`config.mk`:
```
export PLATFORM = sky130hd
export DESIGN_NAME = mem_arbiter
export DESIGN_NICKNAME = d
export VERILOG_FILES = /design/src/rtl/mem_arbiter_pkg.sv /design/src/rtl/mem_arbiter_lat_counter.sv /design/src/rtl/mem_arbiter.sv
export SDC_FILE = /design/constraint.sdc
export NUM_CORES = 1
export LEC_CHECK = 0
export BUFFER_PORTS_ARGS = -buffer_cell sky130_fd_sc_hd__buf_2
export CORE_MARGIN = 2
export CORE_UTILIZATION = 42
export DETAILED_ROUTE_END_ITERATION = 12
export MAX_ROUTING_LAYER = met4
export PLACE_DENSITY = 0.75
export SLEW_MARGIN = 0
export SYNTH_ARGS = -nofsm -noshare
export SYNTH_HDL_FRONTEND = slang
export SYNTH_SLANG_ARGS = --single-unit
export TNS_END_PERCENT = 20
```
`constraint.sdc`:
```
create_clock -name clk -period 1.8 [get_ports clk]
set_clock_uncertainty 0.1 [all_clocks]
set_input_delay 0.27 -clock clk [delete_from_list [all_inputs] [get_ports clk]]
set_output_delay 0.27 -clock clk [all_outputs]
set_load 0.05 [all_outputs]
```
`src/rtl/mem_arbiter_pkg.sv`:
```
// Shared encodings for the instruction/data memory arbiter: FSM states, owner codes
// and a width helper used to size the counters.
package mem_arbiter_pkg;

  typedef enum logic [1:0] {
    IDLE  = 2'd0,
    ISSUE = 2'd1,
    WAIT  = 2'd2,
    DONE  = 2'd3
  } state_t;

  localparam logic OWN_IF = 1'b0;
  localparam logic OWN_D  = 1'b1;

  // Bits needed to hold values 0..max_val (at least one bit).
  function automatic int cnt_width(input int max_val);
    return (max_val < 1) ? 1 : $clog2(max_val + 1);
  endfunction

endpackage

```
`src/rtl/mem_arbiter_lat_counter.sv`:
```
// Loadable down-counter that times the memory latency; done is high once the
// count has reached zero.
module lat_counter
  import mem_arbiter_pkg::*;
#(
  parameter int MEM_LAT = 1
) (
  input  logic clk,
  input  logic rst_n,
  input  logic load,
  input  logic dec,
  output logic done
);

  localparam int CW = cnt_width(MEM_LAT - 1);
  localparam logic [CW-1:0] LOAD_VAL = CW'(MEM_LAT - 1);

  logic [CW-1:0] cnt;

  // NOTE: sequential state uses non-blocking assignments so every register updates
  // from pre-edge values regardless of statement order.
  always_ff @(posedge clk or negedge rst_n) begin
    if (!rst_n) begin
      cnt <= '0;
    end else if (load) begin
      cnt <= LOAD_VAL;
    end else if (dec && (cnt != '0)) begin
      cnt <= cnt - 1'b1;
    end
  end

  assign done = (cnt == '0);

endmodule

```
`src/rtl/mem_arbiter.sv`:
```
// Shares one single-port word memory between instruction fetch and load/store.
// Data wins ties unless fetch has been passed over MAX_DBURST times in a row.
module mem_arbiter
  import mem_arbiter_pkg::*;
#(
  parameter int AW         = 32,
  parameter int DW         = 32,
  parameter int MEM_LAT    = 1,
  parameter int MAX_DBURST = 4
) (
  input  logic          clk,
  input  logic          rst_n,
  input  logic          if_req,
  input  logic [AW-1:0] if_addr,
  output logic          if_ready,
  output logic [DW-1:0] if_rdata,
  input  logic          d_req,
  input  logic          d_we,
  input  logic [AW-1:0] d_addr,
  input  logic [DW-1:0] d_wdata,
  output logic          d_ready,
  output logic [DW-1:0] d_rdata,
  output logic          mem_en,
  output logic          mem_we,
  output logic [AW-1:0] mem_addr,
  output logic [DW-1:0] mem_wdata,
  input  logic [DW-1:0] mem_rdata
);

  localparam int SW = cnt_width(MAX_DBURST);
  localparam logic [SW-1:0] SMAX = SW'(MAX_DBURST);

  state_t        state;
  logic          owner;
  logic [SW-1:0] starve_cnt;
  logic [DW-1:0] if_rdata_q;
  logic [DW-1:0] d_rdata_q;
  logic          grant;
  logic          grant_d;
  logic          lat_done;

  // NOTE: every signal written here gets a default first, so no path leaves it
  // unassigned and no latch is inferred.
  always_comb begin
    grant   = 1'b0;
    grant_d = 1'b0;
    if (state == IDLE) begin
      grant   = if_req | d_req;
      grant_d = d_req & (~if_req | (starve_cnt != SMAX));
    end
  end

  lat_counter #(.MEM_LAT(MEM_LAT)) u_lat (
    .clk  (clk),
    .rst_n(rst_n),
    .load (grant),
    .dec  ((state == ISSUE) || (state == WAIT)),
    .done (lat_done)
  );

  always_ff @(posedge clk or negedge rst_n) begin
    if (!rst_n) begin
      state      <= IDLE;
      owner      <= OWN_IF;
      starve_cnt <= '0;
      mem_en     <= 1'b0;
      mem_we     <= 1'b0;
      mem_addr   <= '0;
      mem_wdata  <= '0;
      if_ready   <= 1'b0;
      d_ready    <= 1'b0;
      if_rdata_q <= '0;
      d_rdata_q  <= '0;
    end else begin
      mem_en   <= 1'b0;
      mem_we   <= 1'b0;
      if_ready <= 1'b0;
      d_ready  <= 1'b0;
      case (state)
        IDLE: begin
          if (grant) begin
            state  <= ISSUE;
            mem_en <= 1'b1;
            if (grant_d) begin
              owner     <= OWN_D;
              mem_we    <= d_we;
              mem_addr  <= d_addr;
              mem_wdata <= d_wdata;
              // Only data grants that actually bypass a waiting fetch count.
              if (if_req && (starve_cnt != SMAX)) starve_cnt <= starve_cnt + 1'b1;
            end else begin
              owner      <= OWN_IF;
              mem_addr   <= if_addr;
              starve_cnt <= '0;
            end
          end
        end
        ISSUE, WAIT: begin
          if (lat_done) begin
            state    <= DONE;
            if_ready <= (owner == OWN_IF);
            d_ready  <= (owner == OWN_D);
          end else begin
            state <= WAIT;
          end
        end
        DONE: begin
          state <= IDLE;
          if (owner == OWN_IF) if_rdata_q <= mem_rdata;
          else                 d_rdata_q  <= mem_rdata;
        end
        default: state <= IDLE;
      endcase
    end
  end

  // Read data flows straight through during DONE and is held afterwards.
  assign if_rdata = (state == DONE && owner == OWN_IF) ? mem_rdata : if_rdata_q;
  assign d_rdata  = (state == DONE && owner == OWN_D)  ? mem_rdata : d_rdata_q;

endmodule

```
# Yosys cells after proc, flatten, opt, wreduce, memory -nomap -nowiden
# Index checks and enable logic that the tools add are counted.
# totals
ff_bits	139
inputBits	133
out_inout_bits	132
# classes
addsub	2
n_eq_ne	6
mux	22
bitwise_logic	5
n_reduce_logical	13
# op_table
cell	n
32-bit 2-to-1 mux	3
1-bit 2-to-1 mux	15
3-bit 2-to-1 mux	2
2-bit case mux with 3 select lines	1
2-bit AND reduction	3
3-bit AND reduction	2
2-bit == test, second input constant	2
1-bit logical AND	4
3-bit by 1-bit adder with 3-bit output, second input constant	1
3-bit inequality test, second input constant	1
2-bit by 1-bit == test with 1-bit output, second input constant	1
2-bit logical NOT	1
2-bit 2-to-1 mux	1
2-bit by 1-bit inequality test with 1-bit output, second input constant	1
2-bit inequality test, second input constant	1
1-bit inverter	2
1-bit bitwise OR	2
2-bit nonzero test	1
2-bit OR reduction	1
1-bit bitwise AND	1
1-bit logical OR	1
1-bit subtractor, second input constant	1

# Depth between registers and ports, before layout
# Gate-level depths: netlist of run 1.
# logic_depth
depth_word	7
ltp_mapped	8
mapped_depth_nobuf	5

# Hierarchy
# A second synthesis of run 1 with hierarchy kept.
# hier_totals
hier_cells	400
hier_area_um2	5728.0
# by_module_without_submodules
mod	n_inst	cells_per_inst	area_each_um2	seq_area_each_um2
mem_arbiter	1	397	5686.7	3453.3
lat_counter	1	3	41.3	25.0

# Least setup slack after synthesis of run 1
# No wires, ideal clock.
# synth_path
kind	flip-flop to output port
start	register state[0]
end	output d_rdata[10]
t_arrival_ns	1.560
t_required_ns	1.430
setup_slack_ns	-0.130
stages_incl_launch_ff	5
path_buffers	1
path_cell_list	dfrtp_1 -> ha_1 -> nand2_1 -> buf_1 -> mux2_2
# synth_between
elab_chain_cells	3
# synth_lines
item	line_no	rtl
start, declared	mem_arbiter.sv:33	state_t state;
start signal, assigned	mem_arbiter.sv:63	state <= IDLE;
start signal, assigned	mem_arbiter.sv:82	state <= ISSUE;
start signal, assigned	mem_arbiter.sv:100	state <= DONE;
2-bit == test	mem_arbiter.sv:119	assign d_rdata = (state == DONE && owner == OWN_D) ? mem_rdata : d_rdata_q;
1-bit logical AND	mem_arbiter.sv:119	
32-bit 2-to-1 mux	mem_arbiter.sv:119	
end, declared	mem_arbiter.sv:22	output logic [DW-1:0] d_rdata,
# Every way passes these cells.

# Final worst setup path of run 1
# layout_path
start	register state[1]
end	output d_rdata[20]
# Same word-level chain as after synthesis.

==> metrics.txt, run 1 <==
# TYPE chip_impl_metric gauge
chip_impl_metric{name="io_buffer_count",unit=""} 264
chip_impl_metric{name="max-slew-margin-rel",unit="%"} 75.5
chip_impl_info{name="synthFlopType",value="sky130_fd_sc_hd__dfrtp_1"} 1
chip_impl_metric{name="r2r_setup_slack",unit="ns"} 0.01
chip_impl_metric{name="register_area",unit="µm²"} 3480
chip_impl_metric{name="route.detailed.wl_per_inst",unit="µm"} 19.0
chip_impl_info{name="kind_of_start_point_of_the_critical_path",value="flip-flop"} 1
chip_impl_metric{name="area_growth_syn_to_layout",unit="%"} 65.3
chip_impl_metric{name="synth_top_area_share",unit="%"} 61.1
chip_impl_metric{name="floorplan.rows",unit=""} 42
chip_impl_metric{name="drv.max_cap_violation_count",unit=""} 0
chip_impl_info{name="r2r_start",value="state[0]"} 1
chip_impl_metric{name="ys_ff_latch",unit=""} 139
chip_impl_metric{name="timing.critical_path.fanout_max",unit=""} 8
chip_impl_metric{name="die_height",unit="µm"} 120
chip_impl_metric{name="timing.final.ws_setup",unit="ns"} -0.441
chip_impl_metric{name="worstMarginPinSlew",unit="ns"} 0.367
chip_impl_info{name="synthDominantAreaCellType",value="sky130_fd_sc_hd__dfrtp_1"} 1
chip_impl_metric{name="initial_core_util",unit="%"} 43.0
chip_impl_metric{name="clock.fmax",unit="MHz"} 446
chip_impl_metric{name="all_layer_gr_usage",unit="%"} 23.9
chip_impl_metric{name="syn-cell-area",unit="µm²"} 5690
chip_impl_metric{name="synth_edf_count",unit=""} 0
chip_impl_metric{name="drt_pre_antenna_iters",unit=""} 4
chip_impl_metric{name="clk_path_buf_depth",unit=""} 2
chip_impl_info{name="r2r-end",value="mem_addr[27]"} 1
chip_impl_metric{name="ant_nets",unit=""} 0
chip_impl_metric{name="drcViolationCount",unit=""} 0
chip_impl_metric{name="holdWs",unit="ns"} 0.0126
chip_impl_metric{name="yosysWarnings",unit=""} 0
chip_impl_metric{name="dr.first_iter.drc_count",unit=""} 250
chip_impl_metric{name="fin_crit_sh",unit="%"} 124
chip_impl_info{name="timing.critical_path.to_type",value="output port"} 1
chip_impl_info{name="synth_most_common_cell",value="sky130_fd_sc_hd__dfrtp_1"} 1
chip_impl_metric{name="clkSinkCount",unit=""} 139
chip_impl_metric{name="postSynth.asyncResetShare",unit="%"} 100
chip_impl_metric{name="min_path_cells",unit=""} 2
chip_impl_metric{name="clock_insertion_delay_worst_skew",unit="ns"} 0.42
chip_impl_info{name="cts_tree",value="done"} 1
chip_impl_metric{name="antenna_found_initial",unit=""} 0
chip_impl_metric{name="clk_pin_slew",unit="ns"} 0.06
chip_impl_metric{name="arrival",unit="ns"} 1.87
chip_impl_metric{name="floorplan.die.width",unit="µm"} 120
chip_impl_metric{name="routed-via-count",unit=""} 4621
chip_impl_info{name="cts_root_buffer",value="sky130_fd_sc_hd__clkbuf_16"} 1
chip_impl_metric{name="cts_inserted_buffers",unit=""} 17
chip_impl_metric{name="dpl_hpwl",unit="µm"} 10200
chip_impl_info{name="violations",value="setup timing"} 1
chip_impl_metric{name="drive_gt1_share",unit="%"} 58.5
chip_impl_info{name="worst_hold_path_type",value="input port to flip-flop"} 1
chip_impl_metric{name="grt_pass1_wl",unit="µm"} 25800
chip_impl_info{name="crit_end",value="d_rdata[20]"} 1
chip_impl_info{name="run_status",value="finished, violations left"} 1
chip_impl_metric{name="grt_max_degree",unit=""} 45
chip_impl_metric{name="timing.final.max_slew_violations",unit=""} 0
chip_impl_metric{name="grt_pass1_vias",unit=""} 5070
chip_impl_metric{name="antennaDiodeCount",unit=""} 0
chip_impl_info{name="setup_repair_after_global_routing_missed_its_margin",value="yes"} 1
chip_impl_metric{name="worst-r2r-cell-count",unit=""} 6
chip_impl_metric{name="nNetsFinal",unit=""} 862
chip_impl_metric{name="htree_levels",unit=""} 4
chip_impl_metric{name="multi_input_combinational_cell_area",unit="µm²"} 2330
chip_impl_info{name="timing.critical_path.from",value="state[1]"} 1
chip_impl_metric{name="gp_congestion",unit=""} 0.756
chip_impl_metric{name="gr-total-overflow",unit=""} 0
chip_impl_info{name="timing_worst_setup_path_type",value="flip-flop to output port"} 1
chip_impl_metric{name="critPathRequiredTime",unit="ns"} 1.43
chip_impl_metric{name="die_area",unit="µm²"} 14500
chip_impl_info{name="synthTopCellsByArea",value="sky130_fd_sc_hd__dfrtp_1 61%, sky130_fd_sc_hd__mux2_2 19%, sky130_fd_sc_hd__a311o_1 5.6%"} 1
chip_impl_metric{name="totalWireLength",unit="µm"} 17400
chip_impl_info{name="synth.top_cells.by_count",value="139 x sky130_fd_sc_hd__dfrtp_1, 97 x sky130_fd_sc_hd__mux2_2, 37 x sky130_fd_sc_hd__nor3b_1"} 1
chip_impl_metric{name="fin_crit",unit="ns"} 2.24
chip_impl_metric{name="post_synth_num_cell_types",unit=""} 24
chip_impl_metric{name="postSynthCellCount",unit=""} 393
chip_impl_metric{name="syn_nets",unit=""} 530
chip_impl_metric{name="num_io_pins",unit=""} 265
chip_impl_metric{name="core-area",unit="µm²"} 13200
chip_impl_metric{name="synth-seq-area-share",unit="%"} 61.1
chip_impl_metric{name="setup_viol",unit=""} 64
chip_impl_metric{name="nFillCells",unit=""} 888
chip_impl_metric{name="syn_area_per_cell",unit="µm²"} 14.5
chip_impl_metric{name="detail_route.vias_per_cell",unit=""} 5.06
chip_impl_metric{name="timing.final.hold_violations",unit=""} 0
## metal layers
layer,routed length (µm),GRT usage [%],up-vias
li1,-,-,2082
met1,6730,26.8,2319
met2,9280,41.7,196
met3,1030,5.47,24
met4,328,8.58,0
met5,0,-,-
## area by class of cell
class                   instances  share of cell area (%)
clock inverters                15                    2.09
repair buffers                340                    29.1
flip-flops and latches        139                    37.0
clock buffers                  17                    4.52
well taps                     176                    2.34
inverters                       6                   0.239
multi-input cells             221                    24.7
## critical path: stages (launching register included)
cell                      delay, ns
sky130_fd_sc_hd__dfrtp_1       0.41
sky130_fd_sc_hd__ha_4          0.22
sky130_fd_sc_hd__nand2_8       0.13
sky130_fd_sc_hd__buf_16        0.15
sky130_fd_sc_hd__mux2_2        0.37
sky130_fd_sc_hd__buf_6         0.16
## flip-flops by register name (all words and copies together), names as in the netlist
| register | flops |
|---|---|
| mem_we | 1 |
| starve_cnt | 3 |
| d_rdata_q | 32 |
| if_ready | 1 |
| mem_en | 1 |
| mem_addr | 32 |
| if_rdata_q | 32 |
| d_ready | 1 |
| u_lat.cnt | 1 |
| state | 2 |
| mem_wdata | 32 |
| owner | 1 |
## timing repair
item,4_1_cts,5_1_grt
resized for setup,189,42
endpoints found under the hold margin,94,0
buffers inserted,1,1
pin swaps,4,4
gates cloned,4,2
hold buffers,49,0
endpoints found under the setup margin,96,123
## cell usage in the layout, fill, tap and decap left out, types with 2 or more instances in the layout
master	n
sky130_fd_sc_hd__o21ai_0	3
sky130_fd_sc_hd__ha_2	2
sky130_fd_sc_hd__buf_8	22
sky130_fd_sc_hd__buf_4	10
sky130_fd_sc_hd__dlygate4sd3_1	49
sky130_fd_sc_hd__buf_6	45
sky130_fd_sc_hd__buf_16	4
sky130_fd_sc_hd__clkinv_2	5
sky130_fd_sc_hd__clkinv_4	3
sky130_fd_sc_hd__mux2_2	41
sky130_fd_sc_hd__buf_2	199
sky130_fd_sc_hd__bufinv_16	4
sky130_fd_sc_hd__inv_1	5
sky130_fd_sc_hd__buf_12	9
sky130_fd_sc_hd__mux2_4	56
sky130_fd_sc_hd__dfrtp_1	138
sky130_fd_sc_hd__nand2_1	2
sky130_fd_sc_hd__a311o_1	32
sky130_fd_sc_hd__nand2_8	2
sky130_fd_sc_hd__inv_6	2
sky130_fd_sc_hd__clkbuf_16	19
sky130_fd_sc_hd__nor3b_1	37
sky130_fd_sc_hd__nor2b_1	32
## worst min path at each step
stage,slack (ns),from,end
3_3_place_gp,0.09,rst_n,mem_wdata[12]
3_5_place_dp,0.09,rst_n,mem_wdata[14]
4_1_cts,0.002,if_addr[17],mem_addr[17]
2_1_floorplan,-0.13,rst_n,d_rdata_q[0]
6_report,0.01,if_addr[14],mem_addr[14]
5_1_grt,0.0007,if_addr[15],mem_addr[15]
## per-stage QoR
| step | setup WS [ns] | util [%] | instance area [µm²] | std cells | TNS, ns |
|---|---|---|---|---|---|
| 2_1_floorplan | -0.125 | - | 5700 | 393 | -5.55 |
| 3_3_place_gp | -0.0733 | 55.4 | 7340 | 825 | -3.89 |
| 3_5_place_dp | -0.122 | 55.4 | 7340 | 825 | -6.99 |
| 4_1_cts | -0.457 | 69.4 | 9200 | 911 | -26.69 |
| 5_1_grt | -0.487 | 71.1 | 9410 | 914 | -29.94 |
| 6_report | -0.441 | 71.1 | 9410 | 914 | -25.80 |
## kinds of logic (layout without fill, tap and decap cells)
group / Yosys count / after routing / share of synthesized area [%]
flops: 139 / 139 / 61.1
mux: 98 / 98 / 19.4
simple gates: 80 / 80 / 9.34
compound gates: 39 / 39 / 6.42
buf+inv: 33 / 378 / 2.92
fa+ha+maj: 4 / 4 / 0.879
Power of run 1 is not shown: default switching activity piles up to over one toggle a cycle in this logic, so the estimate is an artifact.
==> run 2: changes to the inputs <==
--- a/config.mk
+++ b/config.mk
@@ -7,10 +7,10 @@
 export LEC_CHECK = 0
 export BUFFER_PORTS_ARGS = -buffer_cell sky130_fd_sc_hd__buf_2
 export CORE_MARGIN = 2
-export CORE_UTILIZATION = 42
+export CORE_UTILIZATION = 47
 export DETAILED_ROUTE_END_ITERATION = 12
 export MAX_ROUTING_LAYER = met4
-export PLACE_DENSITY = 0.75
+export PLACE_DENSITY = 0.8
 export SLEW_MARGIN = 0
 export SYNTH_ARGS = -nofsm -noshare
 export SYNTH_HDL_FRONTEND = slang
==> constraint.sdc (replaced) <==
create_clock -name clk -period 2.44 [get_ports clk]
set_clock_uncertainty 0.1 [all_clocks]
set_input_delay 0.366 -clock clk [delete_from_list [all_inputs] [get_ports clk]]
set_output_delay 0.366 -clock clk [all_outputs]
set_load 0.05 [all_outputs]
==> run 2 against run 1 <==
Compared with the run above:
- utilization decreased by 3.4 points
- die area decreased by 10%
- via count decreased by 6.7%
- critical path depth unchanged
- the run now ends clean
- hold slack improved by 0.069 ns
- sequential cell count unchanged
- sequential share of layout area increased by 6.2 points
- final area decreased by 14%
- register-to-register slack improved by 0.40 ns
- global-route usage decreased by 1.3 points
==> metrics.txt, run 2 (synthesis results as in run 1) <==
# TYPE chip_impl_metric gauge
chip_impl_info{name="critical_path.cell_chain",value="ha_2, nand2_4, buf_12, mux2_2, buf_2"} 1
chip_impl_metric{name="drv.max_cap_violation_count",unit=""} 0
chip_impl_metric{name="route.detailed.wl_per_inst",unit="µm"} 17.7
chip_impl_metric{name="timing.final.max_slew_violations",unit=""} 0
chip_impl_metric{name="dp_worst_setup_slack",unit="ns"} 0.413
chip_impl_metric{name="routed-via-count",unit=""} 4311
chip_impl_metric{name="ant_nets",unit=""} 0
chip_impl_metric{name="groute.layer.met1.usage",unit="%"} 24.7
chip_impl_metric{name="dpl_hpwl",unit="µm"} 10000
chip_impl_metric{name="drcViolationCount",unit=""} 0
chip_impl_metric{name="fin_crit_sh",unit="%"} 96.9
chip_impl_metric{name="initial_core_util",unit="%"} 47.8
chip_impl_metric{name="fin_area",unit="µm²"} 8060
chip_impl_metric{name="timing.final.hold_violations",unit=""} 0
chip_impl_info{name="timing.critical_path.to_type",value="output port"} 1
chip_impl_metric{name="clk_pin_slew",unit="ns"} 0.06
chip_impl_metric{name="totalWireLength",unit="µm"} 14600
chip_impl_metric{name="io_buffer_count",unit=""} 264
chip_impl_metric{name="worstMarginPinSlew",unit="ns"} 0.663
chip_impl_metric{name="groute.layer.met3.usage",unit="%"} 5.51
chip_impl_metric{name="nNetsFinal",unit=""} 803
chip_impl_metric{name="dr.first_iter.drc_count",unit=""} 235
chip_impl_info{name="grt_most_used_layer",value="met2"} 1
chip_impl_metric{name="multi_input_combinational_cell_area",unit="µm²"} 2070
chip_impl_metric{name="clock.fmax",unit="MHz"} 423
chip_impl_metric{name="antenna_found_initial",unit=""} 1
chip_impl_metric{name="nFillCells",unit=""} 874
chip_impl_info{name="setup_repair_after_global_routing_missed_its_margin",value="no"} 1
chip_impl_metric{name="floorplan.die.width",unit="µm"} 114
chip_impl_metric{name="gp_congestion",unit=""} 0.769
chip_impl_metric{name="clk_path_buf_depth",unit=""} 2
chip_impl_metric{name="delay_of_the_slowest_cell_on_the_worst_path",unit="ns"} 0.39
chip_impl_info{name="most_common_library_cell_in_the_layout_ignoring_fill_and_taps",value="sky130_fd_sc_hd__buf_2"} 1
chip_impl_metric{name="timing.final.ws_setup",unit="ns"} 0.0756
chip_impl_info{name="critical_path.slowest_cell",value="sky130_fd_sc_hd__dfrtp_1"} 1
chip_impl_metric{name="htree_levels",unit=""} 4
chip_impl_metric{name="die_height",unit="µm"} 114
chip_impl_metric{name="drive_gt1_share",unit="%"} 61.0
chip_impl_info{name="cts_tree",value="done"} 1
chip_impl_info{name="mostFrequentLayoutCells",value="212 x sky130_fd_sc_hd__buf_2, 139 x sky130_fd_sc_hd__dfrtp_1, 97 x sky130_fd_sc_hd__mux2_2"} 1
chip_impl_metric{name="placedInstanceArea",unit="µm²"} 7220
chip_impl_metric{name="gr-total-overflow",unit=""} 0
chip_impl_metric{name="fin_crit",unit="ns"} 2.36
chip_impl_metric{name="clock_insertion_delay_worst_skew",unit="ns"} 0.41
chip_impl_metric{name="cts_inserted_buffers",unit=""} 17
chip_impl_metric{name="grtUsageMet2",unit="%"} 40.2
chip_impl_metric{name="all_layer_gr_usage",unit="%"} 22.5
chip_impl_info{name="run_status",value="completed"} 1
chip_impl_metric{name="max-slew-margin-rel",unit="%"} 55.8
chip_impl_metric{name="clkSinkCount",unit=""} 139
chip_impl_metric{name="grt_max_degree",unit=""} 73
chip_impl_metric{name="floorplan.rows",unit=""} 40
chip_impl_info{name="worst_hold_path_type",value="input port to flip-flop"} 1
chip_impl_metric{name="setup_viol",unit=""} 0
chip_impl_info{name="timing_worst_setup_path_type",value="flip-flop to output port"} 1
chip_impl_metric{name="register_area",unit="µm²"} 3480
chip_impl_info{name="cts_root_buffer",value="sky130_fd_sc_hd__clkbuf_16"} 1
chip_impl_metric{name="detail_route.vias_per_cell",unit=""} 5.21
chip_impl_metric{name="arrival",unit="ns"} 1.90
chip_impl_metric{name="area_growth_syn_to_layout",unit="%"} 41.5
chip_impl_metric{name="grt_pass1_vias",unit=""} 4409
chip_impl_metric{name="num_io_pins",unit=""} 265
chip_impl_metric{name="timing.critical_path.fanout_max",unit=""} 16
chip_impl_metric{name="grt_pass1_wl",unit="µm"} 21600
chip_impl_metric{name="critPathRequiredTime",unit="ns"} 1.97
chip_impl_info{name="kind_of_start_point_of_the_critical_path",value="flip-flop"} 1
chip_impl_metric{name="drt_pre_antenna_iters",unit=""} 6
chip_impl_metric{name="core-area",unit="µm²"} 11900
chip_impl_metric{name="die_area",unit="µm²"} 13000
==> run 2: cell types whose count changed in the layout (fill, tap and decap cells not counted), moves of 3 or more <==
cell,before,now
sky130_fd_sc_hd__buf_12,9,5
sky130_fd_sc_hd__buf_16,4,1
sky130_fd_sc_hd__buf_2,199,212
sky130_fd_sc_hd__buf_4,10,53
sky130_fd_sc_hd__buf_6,45,7
sky130_fd_sc_hd__buf_8,22,0
sky130_fd_sc_hd__clkinv_4,3,0
sky130_fd_sc_hd__clkinvlp_4,1,5
sky130_fd_sc_hd__dlygate4sd3_1,49,1
sky130_fd_sc_hd__mux2_2,41,97
sky130_fd_sc_hd__mux2_4,56,0
==> run 2: critical path, delay by kind of cell, from the launching register on <==
kind	cells	cell delay, ns
and+or+nand+nor	1	0.11
buffers and inverters	2	0.37
DFF	1	0.39
adders and majority gates	1	0.23
muxes	1	0.36
==> run 2: final timing paths <==
path	start	endpoint	slack [ns]	cells after the start
min in group asynchronous	rst_n	if_rdata_q[18]	0.43	2
hold / removal	d_wdata[0]	mem_wdata[0]	0.08	2
setup reg to reg	state[0]	mem_wdata[16]	0.41	7
setup / recovery	state[0]	d_rdata[23]	0.08	5
max in group asynchronous	rst_n	mem_wdata[29]	1.10	3
hold reg to reg	d_rdata_q[24]	d_rdata_q[24]	0.39	1
==> run 2: per-layer routing <==
layer  vias to the layer above  routed length [µm]  part of all wire, %
met1                      2145                5790                   40
met5                         -                   0                    0
met2                       175                7820                   53
met3                        13                 869                  5.9
met4                         0                 171                  1.2
li1                       1978                   -                    -
==> run 2: repair_timing <==
| action | CTS | global route |
|---|---|---|
| endpoints found under the setup margin | 63 | 64 |
| hold buffers | 1 | 0 |
| gates cloned | 1 | 2 |
| pin swaps | 1 | 1 |
| buffers inserted | 0 | 0 |
| resized for setup | 58 | 4 |
| endpoints found under the hold margin | 69 | 0 |
==> run 2: cell type report <==
cell class                 instances  share of cell area, %
antenna                            1                 0.0311
clock buffer                      19                   5.62
clock inverter                    13                   1.75
inverter                           6                  0.280
multi-input combinational        221                   25.7
sequential                       139                   43.2
tap                              147                   2.28
timing repair buffer             281                   21.2
==> run 2: metrics by stage <==
| step | hold slack, ns | TNS [ns] | utilization [%] | std cells |
|---|---|---|---|---|
| after floorplan | -0.0296 | 0 | - | 393 |
| after global placement | 0.308 | 0 | 60.6 | 790 |
| after detailed placement | 0.324 | 0 | 60.6 | 790 |
| after CTS | 0.0627 | -0.00670 | 67.2 | 824 |
| after global routing | 0.0751 | 0 | 67.6 | 827 |
| final | 0.0820 | 0 | 67.6 | 827 |
Power of run 2 is left out for the same reason.
